### src/rtl/flash_bus_arbiter_if.sv
// Bus bundle between the two SPI flash masters, the arbiter and the flash pads.
// The slave modport is the arbiter's view; the master modport is the masters' and pads' view.
interface flash_bus_arbiter_if #(
    parameter int CNT_W = 8
);
    logic             req0;
    logic             gnt0;
    logic             m0_csb;
    logic             m0_clk;
    logic [3:0]       m0_io_oe;
    logic [3:0]       m0_io_do;
    logic [3:0]       m0_io_di;
    logic             req1;
    logic             gnt1;
    logic             m1_csb;
    logic             m1_clk;
    logic [3:0]       m1_io_oe;
    logic [3:0]       m1_io_do;
    logic [3:0]       m1_io_di;
    logic             flash_csb;
    logic             flash_clk;
    logic [3:0]       flash_io_oe;
    logic [3:0]       flash_io_do;
    logic [3:0]       flash_io_di;
    logic             busy;
    logic [CNT_W-1:0] abort_cnt;

    modport slave (
        input  req0, m0_csb, m0_clk, m0_io_oe, m0_io_do,
        input  req1, m1_csb, m1_clk, m1_io_oe, m1_io_do,
        input  flash_io_di,
        output gnt0, m0_io_di, gnt1, m1_io_di,
        output flash_csb, flash_clk, flash_io_oe, flash_io_do,
        output busy, abort_cnt
    );

    modport master (
        output req0, m0_csb, m0_clk, m0_io_oe, m0_io_do,
        output req1, m1_csb, m1_clk, m1_io_oe, m1_io_do,
        output flash_io_di,
        input  gnt0, m0_io_di, gnt1, m1_io_di,
        input  flash_csb, flash_clk, flash_io_oe, flash_io_do,
        input  busy, abort_cnt
    );
endinterface

### src/rtl/flash_bus_arbiter.sv
// Two-master SPI flash arbiter: one owner at a time, a fixed idle guard between
// ownerships, round-robin on ties and a saturating count of aborted ownerships.
module flash_bus_arbiter #(
    parameter int GUARD_CYCLES = 4,
    parameter int CNT_W        = 8
) (
    input logic                 clk,
    input logic                 nrst,
    flash_bus_arbiter_if.slave  bus
);

    typedef enum logic [1:0] {IDLE, OWN0, OWN1, GUARD} state_t;

    state_t           state;
    logic             last_gnt;   // 1: master 1 was granted last
    logic             ready;      // blocks a grant on the first edge after reset
    logic [3:0]       guard_cnt;
    logic [CNT_W-1:0] abort_q;
    logic             gnt0_q;
    logic             gnt1_q;
    logic             busy_q;

    function automatic logic [CNT_W-1:0] sat_inc(input logic [CNT_W-1:0] v);
        return (&v) ? v : v + 1'b1;
    endfunction

    always_ff @(posedge clk or negedge nrst) begin
        if (!nrst) begin
            state     <= IDLE;
            last_gnt  <= 1'b1;
            ready     <= 1'b0;
            guard_cnt <= 4'd0;
            abort_q   <= '0;
            gnt0_q    <= 1'b0;
            gnt1_q    <= 1'b0;
            busy_q    <= 1'b0;
        end else begin
            ready <= 1'b1;
            case (state)
                IDLE: begin
                    if (ready && bus.req0 && (!bus.req1 || last_gnt)) begin
                        state    <= OWN0;
                        gnt0_q   <= 1'b1;
                        busy_q   <= 1'b1;
                        last_gnt <= 1'b0;
                    end else if (ready && bus.req1) begin
                        state    <= OWN1;
                        gnt1_q   <= 1'b1;
                        busy_q   <= 1'b1;
                        last_gnt <= 1'b1;
                    end
                end
                OWN0: begin
                    if (!bus.req0) begin
                        state     <= GUARD;
                        gnt0_q    <= 1'b0;
                        guard_cnt <= 4'(GUARD_CYCLES - 1);
                        if (!bus.m0_csb) abort_q <= sat_inc(abort_q);
                    end
                end
                OWN1: begin
                    if (!bus.req1) begin
                        state     <= GUARD;
                        gnt1_q    <= 1'b0;
                        guard_cnt <= 4'(GUARD_CYCLES - 1);
                        if (!bus.m1_csb) abort_q <= sat_inc(abort_q);
                    end
                end
                GUARD: begin
                    if (guard_cnt == 4'd0) begin
                        state  <= IDLE;
                        busy_q <= 1'b0;
                    end else begin
                        guard_cnt <= guard_cnt - 4'd1;
                    end
                end
                default: state <= IDLE;
            endcase
        end
    end

    // Pin routing follows the registered state only, so the non-owner never reaches the flash.
    always_comb begin
        bus.flash_csb   = 1'b1;
        bus.flash_clk   = 1'b0;
        bus.flash_io_oe = 4'h0;
        bus.flash_io_do = 4'h0;
        bus.m0_io_di    = 4'h0;
        bus.m1_io_di    = 4'h0;
        if (state == OWN0) begin
            bus.flash_csb   = bus.m0_csb;
            bus.flash_clk   = bus.m0_clk;
            bus.flash_io_oe = bus.m0_io_oe;
            bus.flash_io_do = bus.m0_io_do;
            bus.m0_io_di    = bus.flash_io_di;
        end else if (state == OWN1) begin
            bus.flash_csb   = bus.m1_csb;
            bus.flash_clk   = bus.m1_clk;
            bus.flash_io_oe = bus.m1_io_oe;
            bus.flash_io_do = bus.m1_io_do;
            bus.m1_io_di    = bus.flash_io_di;
        end
    end

    assign bus.gnt0      = gnt0_q;
    assign bus.gnt1      = gnt1_q;
    assign bus.busy      = busy_q;
    assign bus.abort_cnt = abort_q;

endmodule

### src/flat_wrapper.sv
// flat-port wrapper written by rule: the top's interface ports become plain ports
module flash_bus_arbiter_flat 
#(
    parameter int GUARD_CYCLES = 4,
    parameter int CNT_W        = 8
)
  (clk, nrst, bus_req0, bus_m0_csb, bus_m0_clk, bus_m0_io_oe, bus_m0_io_do, bus_req1, bus_m1_csb, bus_m1_clk, bus_m1_io_oe, bus_m1_io_do, bus_flash_io_di, bus_gnt0, bus_m0_io_di, bus_gnt1, bus_m1_io_di, bus_flash_csb, bus_flash_clk, bus_flash_io_oe, bus_flash_io_do, bus_busy, bus_abort_cnt);
  flash_bus_arbiter_if #(.CNT_W(CNT_W)) bus_i ();
  input logic clk;
  input logic nrst;
  input wire logic [$bits(bus_i.req0)-1:0] bus_req0;
  input wire logic [$bits(bus_i.m0_csb)-1:0] bus_m0_csb;
  input wire logic [$bits(bus_i.m0_clk)-1:0] bus_m0_clk;
  input wire logic [$bits(bus_i.m0_io_oe)-1:0] bus_m0_io_oe;
  input wire logic [$bits(bus_i.m0_io_do)-1:0] bus_m0_io_do;
  input wire logic [$bits(bus_i.req1)-1:0] bus_req1;
  input wire logic [$bits(bus_i.m1_csb)-1:0] bus_m1_csb;
  input wire logic [$bits(bus_i.m1_clk)-1:0] bus_m1_clk;
  input wire logic [$bits(bus_i.m1_io_oe)-1:0] bus_m1_io_oe;
  input wire logic [$bits(bus_i.m1_io_do)-1:0] bus_m1_io_do;
  input wire logic [$bits(bus_i.flash_io_di)-1:0] bus_flash_io_di;
  output wire logic [$bits(bus_i.gnt0)-1:0] bus_gnt0;
  output wire logic [$bits(bus_i.m0_io_di)-1:0] bus_m0_io_di;
  output wire logic [$bits(bus_i.gnt1)-1:0] bus_gnt1;
  output wire logic [$bits(bus_i.m1_io_di)-1:0] bus_m1_io_di;
  output wire logic [$bits(bus_i.flash_csb)-1:0] bus_flash_csb;
  output wire logic [$bits(bus_i.flash_clk)-1:0] bus_flash_clk;
  output wire logic [$bits(bus_i.flash_io_oe)-1:0] bus_flash_io_oe;
  output wire logic [$bits(bus_i.flash_io_do)-1:0] bus_flash_io_do;
  output wire logic [$bits(bus_i.busy)-1:0] bus_busy;
  output wire logic [$bits(bus_i.abort_cnt)-1:0] bus_abort_cnt;
  assign bus_i.req0 = bus_req0;
  assign bus_i.m0_csb = bus_m0_csb;
  assign bus_i.m0_clk = bus_m0_clk;
  assign bus_i.m0_io_oe = bus_m0_io_oe;
  assign bus_i.m0_io_do = bus_m0_io_do;
  assign bus_i.req1 = bus_req1;
  assign bus_i.m1_csb = bus_m1_csb;
  assign bus_i.m1_clk = bus_m1_clk;
  assign bus_i.m1_io_oe = bus_m1_io_oe;
  assign bus_i.m1_io_do = bus_m1_io_do;
  assign bus_i.flash_io_di = bus_flash_io_di;
  assign bus_gnt0 = bus_i.gnt0;
  assign bus_m0_io_di = bus_i.m0_io_di;
  assign bus_gnt1 = bus_i.gnt1;
  assign bus_m1_io_di = bus_i.m1_io_di;
  assign bus_flash_csb = bus_i.flash_csb;
  assign bus_flash_clk = bus_i.flash_clk;
  assign bus_flash_io_oe = bus_i.flash_io_oe;
  assign bus_flash_io_do = bus_i.flash_io_do;
  assign bus_busy = bus_i.busy;
  assign bus_abort_cnt = bus_i.abort_cnt;
  flash_bus_arbiter #(.GUARD_CYCLES(GUARD_CYCLES), .CNT_W(CNT_W)) u_core (.clk(clk), .nrst(nrst), .bus(bus_i));
endmodule
### config.mk
export PLATFORM = sky130hd
export DESIGN_NAME = flash_bus_arbiter_flat
export DESIGN_NICKNAME = d
export VERILOG_FILES = /design/src/rtl/flash_bus_arbiter_if.sv /design/src/rtl/flash_bus_arbiter.sv /design/src/flat_wrapper.sv
export SDC_FILE = /design/constraint.sdc
export NUM_CORES = 1
export LEC_CHECK = 0
export ABC_AREA = 1
export ABC_CLOCK_PERIOD_IN_PS = 3800
export CAP_MARGIN = 5
export CORE_MARGIN = 10
export CORE_UTILIZATION = 46
export DETAILED_ROUTE_END_ITERATION = 8
export PLACE_DENSITY_LB_ADDON = 0.3
export SLEW_MARGIN = 20
export SYNTH_ARGS = -nofsm -noshare
export SYNTH_HDL_FRONTEND = slang
export SYNTH_SLANG_ARGS = --single-unit
### constraint.sdc
create_clock -name clk -period 3.8 [get_ports clk]
set_clock_uncertainty 0.15 [all_clocks]
set_input_delay 0.76 -clock clk [delete_from_list [all_inputs] [get_ports clk]]
set_output_delay 0.76 -clock clk [all_outputs]
set_load 0.05 [all_outputs]
==> impl_metrics.env, run 1 <==
export IMPL_yosys_register_bits=19
export IMPL_remaining_drc_errors=0
export IMPL_mappedNetlistNets=227
export IMPL_clock_insertion_delay_at_the_later_pin_of_the_skew_report_ns=0.31
export IMPL_setup_worst_path_class="flip-flop to output pin"
export IMPL_grt_start_max_net_pins=22
export IMPL_syn_instance_count=191
export IMPL_holdCritStartpoint="u_core.bus.gnt1"
export IMPL_finalSetupViolations=0
export IMPL_totalNegativeSetupSlack_ns=0
export IMPL_grt_pass1_vias=1251
export IMPL_post_cts_resized_instances=0
export IMPL_critical_path_arrival_ns=2.55
export IMPL_routed_via_density=4.943
export IMPL_flow_area_growth_from_synthesis_pct=44.67
export IMPL_synthDistinctLibCells=30
export IMPL_placementRows=19
export IMPL_drive_gt1_frac=0.08434
export IMPL_cts_htree_levels=1
export IMPL_crit_path_max_fanout=9
export IMPL_hold_depth=2
export IMPL_dieArea_um2=5569
export IMPL_worst_reg2reg_path_endpoint="u_core.bus.abort_cnt[6]"
export IMPL_die_width_um=74.63
export IMPL_run_status="finished clean"
export IMPL_finalWirelength_mm=3.686
export IMPL_floorplan_die_height_um=74.63
export IMPL_fillers=235
export IMPL_numCtsBuffers=3
export IMPL_grt_overflow_total=0
export IMPL_drv_slew=0
export IMPL_vdd_ir_drop_max_v=0.0004675
export IMPL_timing_final_crit_share=0.9117
export IMPL_start_kind="flip-flop"
export IMPL_syn_area_um2=1373
export IMPL_final_common_cell="nand2_1"
export IMPL_via_count=1384
export IMPL_number_of_nets_still_failing_antenna_checks_after_routing=0
export IMPL_ioPinCount=57
export IMPL_min_period_ns=3.464
export IMPL_min_delay_worst_endpoint="u_core.bus.gnt1"
export IMPL_cellPowerDensity_nw_per_um2=839.1
export IMPL_worstReg2RegStart="u_core.state[1]"
export IMPL_synth_avg_cell_area_um2=7.186
export IMPL_grt_setup_unrepaired="false"
export IMPL_cell_leakage_power_nw=0.9927
export IMPL_met3_length_um=416
export IMPL_antenna_violations_before_repair=0
export IMPL_max_cap_violations=0
export IMPL_first_iter_violations=39
export IMPL_type_of_the_most_critical_hold_path="flip-flop to flip-flop"
export IMPL_clock_sinks=19
export IMPL_synth_seq_area_share=0.3473
export IMPL_final_cell_mix="66 x nand2_1, 56 x clkdlybuf4s50_1, 24 x inv_1, 18 x dfrtp_1, 13 x nor2_1"
export IMPL_length_in_cells_of_the_worst_reg_to_reg_path=10
export IMPL_end_kind="output pin"
export IMPL_timing_final_hold_violations=0
export IMPL_regToRegSetupSlack_ns=1.97
export IMPL_wl_met2_mm=1.495
export IMPL_drt_wirelength_per_cell_um=13.16
export IMPL_grt_total_usage=0.1285
export IMPL_number_of_search_and_repair_iterations_in_the_first_detailed_routing_pass=4
export IMPL_coreArea_um2=2805
export IMPL_clk_pin_slew_worst_paths_ns=0.12
export IMPL_clock_tree_from_tritoncts="done"
export IMPL_routability_congestion=0.7805
export IMPL_holdBufCountCts=0
export IMPL_top_layer="met4"
export IMPL_io_buffers=56
export IMPL_post_cts_setup_buffers=0
export IMPL_grt_first_pass_wirelength_mm=5.775
export IMPL_tightestPinTransition_ns=0.8621
export IMPL_cts_root_buffer_cell="clkbuf_4"
export IMPL_yosys_warnings=0
export IMPL_report_power_total_w=0.001666
export IMPL_worst_slew_margin_rel=0.4235
export IMPL_n_antenna_cell=0
export IMPL_detail_route_wirelength_met1_mm=1.739
export IMPL_cp_required_ns=2.89
export IMPL_hpwlAfterDp_mm=3.023
export IMPL_maximum_operating_frequency_mhz=288.6
export IMPL_clockBufferDepth=2
export IMPL_initial_utilization=0.4893
export IMPL_layout_nets=286
[final cells by class]
type / count / area, µm² / share of cell area
clock buffers: 3 / 22.52 / 0.01134
clock inverters: 1 / 5.005 / 0.002520
inverters: 28 / 108.9 / 0.05482
multi-input cells: 141 / 765.7 / 0.3856
flip-flops and latches: 19 / 476.7 / 0.2401
well taps: 31 / 38.79 / 0.01953
repair buffers: 57 / 568.0 / 0.2861
[power by group]
group	total (W)	switching (W)	internal (W)
sequential	0.000339	0.0000610	0.000278
combinational	0.00122	0.000809	0.000412
clock	0.000106	0.0000670	0.0000393
[per-layer routing]
metal | vias up | GRT usage
met4 | 0 | 0.03782
met1 | 611 | 0.1615
met5 | - | 0
met2 | 57 | 0.2075
li1 | 712 | -
met3 | 4 | 0.03942
[sequential cells by signal, indices dropped and copies added, names as in the netlist]
| signal | cells |
|---|---|
| u_core.state | 2 |
| u_core.bus.gnt0 | 1 |
| u_core.bus.gnt1 | 1 |
| u_core.bus.abort_cnt | 8 |
| u_core.guard_cnt | 4 |
| u_core.ready | 1 |
| u_core.bus.busy | 1 |
| u_core.last_gnt | 1 |
[worst max-delay path by stage]
| stage | startpoint | end | slack [ns] | depth (start not counted) |
|---|---|---|---|---|
| after floorplan | u_core.state[1] | bus_m1_io_di[0] | 1.24 | 5 |
| after global placement | bus_m1_csb | bus_flash_csb | 0.66 | 3 |
| after detailed placement | bus_m1_csb | bus_flash_csb | 0.65 | 3 |
| after CTS | u_core.state[0] | bus_flash_io_do[2] | 0.29 | 6 |
| after global routing | u_core.state[0] | bus_flash_clk | 0.16 | 6 |
| final | u_core.state[0] | bus_flash_io_do[2] | 0.34 | 6 |
[worst max-delay path: stages (launching register included)]
cell	delay, ns
dfrtp_1	0.43
inv_1	0.12
ha_1	0.40
nand2_1	0.13
clkinv_1	0.18
a22o_1	0.15
clkdlybuf4s50_1	0.82
[logic make-up (layout without fill, tap and decap cells)]
logic type / Yosys count / after routing / share of synthesized area
XOR/XNOR: 3 / 3 / 0.01915
AO/OA/AOI/OAI: 26 / 26 / 0.1240
buffers and inverters: 31 / 89 / 0.09480
flip-flops: 19 / 19 / 0.3473
adder cells (fa/ha/maj): 8 / 8 / 0.07293
AND/OR/NAND/NOR: 103 / 103 / 0.3391
other: 1 / 1 / 0.002732
[per-stage QoR]
step	cell area [µm²]	hold WS [ns]	setup slack [ns]	util	std cells
2_1_floorplan	1373	0.3144	1.241	-	191
3_3_place_gp	1958	0.3161	0.6626	0.6980	276
3_5_place_dp	1958	0.3326	0.6525	0.6980	276
4_1_cts	1986	0.3641	0.2946	0.7079	280
5_1_grt	1986	0.3754	0.1645	0.7079	280
6_report	1986	0.3615	0.3356	0.7079	280
[synthesized netlist by cell type, drive strengths merged]
| cell type | n | share of area |
|---|---|---|
| o22a | 1 | 0.0064 |
| clkinv | 2 | 0.0064 |
| inv | 26 | 0.073 |
| nand3b | 1 | 0.0055 |
| or2 | 1 | 0.0046 |
| nor2 | 15 | 0.052 |
| nand2 | 73 | 0.22 |
| buf | 3 | 0.015 |
| a22o | 9 | 0.057 |
| dfrtp | 18 | 0.33 |
| nand3 | 12 | 0.057 |
| o21ai | 13 | 0.047 |
| a21oi | 2 | 0.0073 |
| a21boi | 1 | 0.0055 |
| ha | 8 | 0.073 |
| xnor2 | 1 | 0.0064 |
| xor2 | 2 | 0.013 |
| nand4 | 1 | 0.0046 |
| conb | 1 | 0.0027 |
| dfstp | 1 | 0.019 |
No activity file was read; power rests on OpenSTA's default activity.
==> run 2, diff against run 1 <==
Settings changed: CTS_CLUSTER_SIZE from default to 16.
==> results of run 2 <==
The final DEF is identical to that of run 1; final timing and power are the same.
